`src/rtl/logic_issue_queue_pkg.sv`:
```
// rtl/logic_issue_queue_pkg.sv - shared op codes and widths for the logic issue queue
package logic_issue_queue_pkg;

  localparam int OP_W = 2;
  localparam int LU_W = 32;

  typedef enum logic [OP_W-1:0] {
    OP_NOR = 2'b00,
    OP_AND = 2'b01,
    OP_OR  = 2'b10,
    OP_XOR = 2'b11
  } logic_op_e;

endpackage

```
`src/rtl/logica_unit.sv`:
```
// rtl/logica_unit.sv - combinational 32-bit bitwise logic unit (NOR/AND/OR/XOR)
module logica_unit
  import logic_issue_queue_pkg::*;
(
  input  logic [LU_W-1:0] a,
  input  logic [LU_W-1:0] b,
  input  logic [OP_W-1:0] op,
  output logic [LU_W-1:0] out
);

  always_comb begin
    case (logic_op_e'(op))
      OP_NOR:  out = ~(a | b);
      OP_AND:  out = a & b;
      OP_OR:   out = a | b;
      default: out = a ^ b;
    endcase
  end

endmodule

```
`src/rtl/logic_issue_queue.sv`:
```
// rtl/logic_issue_queue.sv - tagged request FIFO feeding a logic unit with a registered result slot
module logic_issue_queue
  import logic_issue_queue_pkg::*;
#(
  parameter int DATA_W = 32,
  parameter int DEPTH  = 4,
  parameter int TAG_W  = 4
) (
  input  logic                    clk,
  input  logic                    rst_n,
  input  logic                    flush,
  input  logic                    in_valid,
  output logic                    in_ready,
  input  logic [OP_W-1:0]         in_op,
  input  logic [DATA_W-1:0]       in_a,
  input  logic [DATA_W-1:0]       in_b,
  input  logic [TAG_W-1:0]        in_tag,
  output logic                    out_valid,
  input  logic                    out_ready,
  output logic [DATA_W-1:0]       out_data,
  output logic [OP_W-1:0]         out_op,
  output logic [TAG_W-1:0]        out_tag,
  output logic [$clog2(DEPTH):0]  count,
  output logic                    busy
);

  localparam int PTR_W = $clog2(DEPTH);
  localparam int CNT_W = PTR_W + 1;

  typedef struct packed {
    logic [OP_W-1:0]   op;
    logic [DATA_W-1:0] a;
    logic [DATA_W-1:0] b;
    logic [TAG_W-1:0]  tag;
  } entry_t;

  entry_t            mem_q [DEPTH];
  entry_t            head;
  logic [LU_W-1:0]   head_res;

  logic [PTR_W-1:0]  wr_ptr_q, wr_ptr_d;
  logic [PTR_W-1:0]  rd_ptr_q, rd_ptr_d;
  logic [CNT_W-1:0]  count_q, count_d;
  logic              out_valid_q, out_valid_d;
  logic [DATA_W-1:0] out_data_q, out_data_d;
  logic [OP_W-1:0]   out_op_q, out_op_d;
  logic [TAG_W-1:0]  out_tag_q, out_tag_d;

  logic push;
  logic advance;

  // A full FIFO refuses a push even when the head is leaving this cycle.
  assign in_ready = rst_n && (count_q < CNT_W'(DEPTH)) && !flush;
  assign push     = in_valid && in_ready;
  assign advance  = !flush && (count_q != '0) && (!out_valid_q || out_ready);
  assign head     = mem_q[rd_ptr_q];

  logica_unit u_logic_unit (
    .a   (head.a),
    .b   (head.b),
    .op  (head.op),
    .out (head_res)
  );

  always_comb begin
    wr_ptr_d    = wr_ptr_q;
    rd_ptr_d    = rd_ptr_q;
    count_d     = count_q;
    out_valid_d = out_valid_q;
    out_data_d  = out_data_q;
    out_op_d    = out_op_q;
    out_tag_d   = out_tag_q;

    if (flush) begin
      wr_ptr_d    = '0;
      rd_ptr_d    = '0;
      count_d     = '0;
      out_valid_d = 1'b0;
    end else begin
      if (push) begin
        wr_ptr_d = wr_ptr_q + PTR_W'(1);
      end
      if (advance) begin
        rd_ptr_d    = rd_ptr_q + PTR_W'(1);
        out_valid_d = 1'b1;
        out_data_d  = head_res;
        out_op_d    = head.op;
        out_tag_d   = head.tag;
      end else if (out_ready) begin
        out_valid_d = 1'b0;
      end
      case ({push, advance})
        2'b10:   count_d = count_q + CNT_W'(1);
        2'b01:   count_d = count_q - CNT_W'(1);
        default: count_d = count_q;
      endcase
    end
  end

  always_ff @(posedge clk or negedge rst_n) begin
    if (!rst_n) begin
      wr_ptr_q    <= '0;
      rd_ptr_q    <= '0;
      count_q     <= '0;
      out_valid_q <= 1'b0;
      out_data_q  <= '0;
      out_op_q    <= '0;
      out_tag_q   <= '0;
    end else begin
      wr_ptr_q    <= wr_ptr_d;
      rd_ptr_q    <= rd_ptr_d;
      count_q     <= count_d;
      out_valid_q <= out_valid_d;
      out_data_q  <= out_data_d;
      out_op_q    <= out_op_d;
      out_tag_q   <= out_tag_d;
    end
  end

  // Payload storage carries no reset; occupancy is tracked by the pointers alone.
  always_ff @(posedge clk) begin
    if (push) begin
      mem_q[wr_ptr_q] <= '{op: in_op, a: in_a, b: in_b, tag: in_tag};
    end
  end

  assign out_valid = out_valid_q;
  assign out_data  = out_data_q;
  assign out_op    = out_op_q;
  assign out_tag   = out_tag_q;
  assign count     = count_q;
  assign busy      = (count_q != '0) || out_valid_q;

endmodule

```
`config.mk`:
```
export PLATFORM = sky130hd
export DESIGN_NAME = logic_issue_queue
export DESIGN_NICKNAME = d
export VERILOG_FILES = /design/src/rtl/logic_issue_queue_pkg.sv /design/src/rtl/logica_unit.sv /design/src/rtl/logic_issue_queue.sv
export SDC_FILE = /design/constraint.sdc
export NUM_CORES = 1
export LEC_CHECK = 0
export BUFFER_PORTS_ARGS = -buffer_cell sky130_fd_sc_hd__buf_2
export CORE_UTILIZATION = 55
export DETAILED_ROUTE_END_ITERATION = 6
export PLACE_DENSITY = 0.74
export SLEW_MARGIN = 20
export SYNTH_ARGS = -nofsm -noshare
export SYNTH_HDL_FRONTEND = slang
export SYNTH_HIERARCHICAL = 1
export SYNTH_SLANG_ARGS = --single-unit
```
`constraint.sdc`:
```
create_clock -name clk -period 3.6 [get_ports clk]
set_input_delay 0.72 -clock clk [delete_from_list [all_inputs] [get_ports clk]]
set_output_delay 0.72 -clock clk [all_outputs]
set_load 0.01 [all_outputs]
```
[Yosys cells after proc, flatten, opt, wreduce, memory -nomap -nowiden]
Memories as Yosys holds them, arrays and structs flattened.
Cells that the tools add are included.
Operators by class
  add/sub/neg operators: 4
  order comparisons: 1
  eq/ne operators: 4
  muxes and demuxes: 12
  bitwise gates (word level): 5
  reduce and logical (&&, ||, !) cells: 16
Operator list (number)
  32-bit case mux with 3 select lines: 1
  32-bit bitwise AND: 1
  32-bit NOT: 1
  32-bit OR: 1
  32-bit XOR: 1
  3-bit nonzero test: 3
  2-bit two-way mux: 4
  3-bit case mux with 2 select lines: 1
  1-bit logical AND: 5
  1-bit two-way mux: 5
  2-bit by 1-bit adder with 2-bit output, second input constant: 2
  2-bit by 1-bit == test with 1-bit output, second input constant: 2
  2-bit == test, second input constant: 2
  2-bit nonzero test: 2
  3-bit by 1-bit adder with 3-bit output, second input constant: 1
  3-bit < comparator, second input constant: 1
  3-bit two-way mux: 1
  3-bit by 1-bit subtractor with 3-bit output, second input constant: 1
  1-bit zero test: 2
  2-bit zero test: 1
  1-bit logical OR: 2
  2-bit AND reduction: 1
  1-bit NOT: 1
Word-level totals
  flip-flop bits (word level): 46
  memory bits (writable): 280
  input port bits: 75
  output and inout port bits: 44
  word-level logic and storage cells: 50
  memories kept: 1
Memories
  mem_q: depth 4, width 70, rd ports 1, clocked after memory_dff 0, write ports 1, line logic_issue_queue.sv:37  | entry_t mem_q [DEPTH];

[Depth between registers and ports, before layout]
  depth in word-level cells: 7
  gate-level depth with buffers: 10
  gate-level depth less buffers: 8

[Cells and area by module]
Netlist, hierarchy kept.
By module, submodules not included
  logic_issue_queue: instances 1, cells each 578, area each 11975.2 sq um, seq. area each 9559.2 sq um
  logica_unit: instances 1, cells each 309, area each 2089.5 sq um, seq. area each 0.0 sq um

[Worst setup path before layout]
No wires, ideal clock.
  path kind: input to register
  start: input port flush
  end: memory mem_q[0][0] (netlist bit), enable pin
  library setup time: 0.436 ns
  arrival: 2.806 ns
  required time: 3.164 ns
  setup slack: 0.357 ns
  cell stages on the path: 2
  path buffers: 0
  cell sequence: nor3b_2 -> and3_1
Between the ends
  cells in the longest elaborated chain, start to end: 5
Ends and longest elaborated chain
  start: declaration: line logic_issue_queue.sv:11  | input logic flush,
  1-bit zero test: line logic_issue_queue.sv:53  | assign in_ready = rst_n && (count_q < CNT_W'(DEPTH)) && !flush;
  1-bit logical AND: line logic_issue_queue.sv:53
  1-bit logical AND: line logic_issue_queue.sv:54  | assign push = in_valid && in_ready;
  1-bit two-way mux: line logic_issue_queue.sv:122  | if (push) begin
  1-bit two-way mux (not written as such): line logic_issue_queue.sv:123  | mem_q[wr_ptr_q] <= '{op: in_op, a: in_a, b: in_b, tag: in_tag};
  end: declaration: line logic_issue_queue.sv:37
Every way passes these cells.

==> results.yml <==
run_status:
  status: "finished clean"
setup_path:
  required_ns: 4.05
  worstPathArrival_ns: 3.26
  worst_r2r_path_depth: 9
  startpoint: "rd_ptr_q[0]"
  path_delay_family: "buffers and inverters"
  crit_buf_inv: 2
  endpoint_kind: "register"
  r2r_start: "rd_ptr_q[0]"
  startpoint_type: "register"
  cp.depth: 9
  critPathMaxStageDelay_ns: 0.71
  worstSetupEndpoint: "out_data[2]"
  crit_path_cell_trace: "buf_4 > mux4_2 > inv_1 > ha_1 > nor2b_1 > a211oi_1 > a21oi_1 > nand2_1 > nand2_1"
  cp_max_fo: 40
  crit_slowest_cell: "buf_4"
  cpMostUsedCell: "nand2_1"
  r2r_slack_ns: 0.80
  regToRegEndpoint: "out_data[2]"
  path_class: "register to register"
cts:
  holdBufCountCts: 0
  worstSkewPairLatency_ns: 0.52
  cts_inserted_buffers: 35
  cts_sinks: 326
  cts_tree: "built"
  clk_path_buf_depth: 3
  cts.clk_slew.worst_paths_ns: 0.06
  cts_resized: 0
  cts_setup_buffers: 0
  htreeDepth: 2
  cts_root_buffer: "clkbuf_16"
grt:
  grt_pass1_vias: 7808
  grt_pass1_wl_um: 41860
  grt_max_degree: 51
  gr-usage-all-layers_pct: 21.19
  grt_overflow: 0
  antenna_found_initial: 4
cells_and_area:
  nFillCells: 1821
  area_growth_pct: 14.89
  drive_gt1_share_pct: 26.28
  fin_nets: 1156
floorplanning:
  start_util_pct: 56.01
  dieArea_um2: 26220
  die_y_um: 161.9
  core_um2: 25110
  ioPinCount: 119
  rows: 58
  die_w_um: 161.9
yosys:
  synthFlopType: "edfxtp_1"
  synth_cells: 887
  synthArstFlopShare_pct: 14.11
  syn-mean-instance-area_um2: 15.86
  synth_top_area_share_pct: 59.78
  syn-num-nets: 1031
  synth_top_area_cell: "edfxtp_1"
  synth_cell_type_count: 34
  yosysSeqAreaShare_pct: 67.97
  ys_ff_latch: 326
  synth_edf_count: 280
  syn_area_um2: 14060
  ys_top_cells_by_area: "edfxtp_1 60%, mux4_2 11%, dfrtp_1 8.2%"
  yosysWarnings: 6
sta:
  relSlewSlack_pct: 35.43
  finalSetupViolCount: 0
  setup_ws_ns: 0.7962
  fin_crit_ns: 2.804
  rsz0062_at_grt: "no"
  fin_crit_sh_pct: 77.88
  slew_violations: 0
  tns_ns: 0
  hold_violations: 0
  worst_slew_pin_slew_ns: 0.9685
  fin_skew_ns: 0.01571
  clock.fmax_mhz: 356.7
pwr:
  ir_worst_vdd_mv: 0.4144
  power_density_nw_per_um2: 739.9
  p_leak_nw: 6.223
drt:
  drc_errors: 0
  via_per_inst: 5.565
  ant_nets: 0
  wl_per_cell_um: 19.21
  drt-total-wl_um: 26340
  num_vias: 7630
  drt_iter0_drc: 504
  drt-pass1-iter-count: 7
placement:
  dp_slack_ns: 0.7387
  place.gp.congestion: 0.7579
  hpwlAfterDp_um: 15860
  numPortBuffers: 118
flow_run:
  max_cap_violations: 0
worst_hold_path:
  hold_class: "input port to asynchronous set/reset pin"
-- worst min path at each step --
| stage | startpoint | to | slack [ns] | depth (start not counted) |
|---|---|---|---|---|
| after global placement | out_data[15] | out_data[15] | 0.45 | 2 |
| after floorplan | rst_n | count[0] | 0.42 | 0 |
| after CTS | in_a[27] | mem_q[3][63] | 0.39 | 1 |
| after global routing | in_op[1] | mem_q[0][69] | 0.40 | 1 |
| final | rst_n | out_data[21] | 0.40 | 2 |
| after detailed placement | out_data[13] | out_data[13] | 0.46 | 2 |
-- area by class of cell --
type                    count  area, µm²  share of cell area, %
well taps                 330      412.9                  2.555
inverters                  68      255.2                  1.580
clock inverters            20      183.9                  1.138
clock buffers              44      959.7                  5.939
flip-flops and latches    326       9567                  59.20
multi-input cells         446       4008                  24.80
diodes                      2      5.005                0.03097
repair buffers            135      768.2                  4.754
-- flip-flops by register name, indices dropped and copies added (netlist names) --
register / flops
mem_q: 280
wr_ptr_q: 2
out_data: 32
out_tag: 4
out_valid: 1
out_op: 2
rd_ptr_q: 2
count: 3
-- where the power goes --
| part | switching [mW] | internal, mW | total [mW] |
|---|---|---|---|
| combinational | 2.12 | 1.65 | 3.77 |
| clock | 1.42 | 2.11 | 3.53 |
| sequential | 0.235 | 4.42 | 4.66 |
-- layer usage --
| metal | wire [µm] | GRT usage (%) | vias to the layer above |
|---|---|---|---|
| met4 | 697 | 8.319 | 4 |
| li1 | - | - | 3527 |
| met5 | 22 | 0 | - |
| met3 | 1365 | 4.162 | 49 |
| met2 | 13120 | 35.15 | 190 |
| met1 | 11130 | 27.78 | 3860 |
-- cells by family (layout without fill, tap and decap cells) --
logic type / after synthesis / in the layout / share of synthesized area, %
buffers and inverters: 115 / 267 / 3.745
DFF: 326 / 326 / 67.97
AOI/OAI and AO/OA: 102 / 102 / 4.306
other: 0 / 2 / 0
muxes: 73 / 73 / 11.43
adders and majority gates: 69 / 69 / 6.192
and+or+nand+nor: 201 / 201 / 6.298
xor gates and xnor gates: 1 / 1 / 0.06228
-- metrics by stage --
step / utilization [%] / area [µm²] / power (mW) / hold slack [ns] / cells
2_1_floorplan: - / 14060 / 7.587 / 0.4244 / 887
5_1_grt: 64.36 / 16160 / 12.71 / 0.4016 / 1371
3_3_place_gp: 59.78 / 15010 / 8.382 / 0.4517 / 1305
3_5_place_dp: 59.78 / 15010 / 8.515 / 0.4580 / 1305
4_1_cts: 64.34 / 16150 / 12.06 / 0.3930 / 1369
6_report: 64.36 / 16160 / 11.96 / 0.3991 / 1371
-- cell usage in the layout, fill, tap and decap left out, types with 3 or more instances in the layout --
| master | instances |
|---|---|
| a211oi_1 | 30 |
| a21oi_1 | 66 |
| and3_4 | 4 |
| buf_12 | 4 |
| buf_2 | 118 |
| buf_4 | 13 |
| bufinv_16 | 3 |
| clkbuf_1 | 4 |
| clkbuf_16 | 35 |
| clkbuf_8 | 5 |
| clkinv_1 | 4 |
| clkinv_2 | 9 |
| dfrtp_1 | 44 |
| edfxtp_1 | 280 |
| ha_1 | 68 |
| inv_1 | 68 |
| inv_6 | 3 |
| mux4_2 | 69 |
| nand2_1 | 120 |
| nor2_1 | 33 |
| nor2b_1 | 34 |
-- synthesized netlist by cell type, drive strengths merged (2+ instances only) --
cell	number
nor3	2
ha	68
mux2i	2
edfxtp	280
inv	68
o21ai	2
dfrtp	46
nor2	33
clkbuf	21
and3	4
mux4	70
a21oi	66
nor2b	34
nand2	120
or3	2
buf	26
a211oi	32
Note: power is estimated with default switching activity, not from simulation.
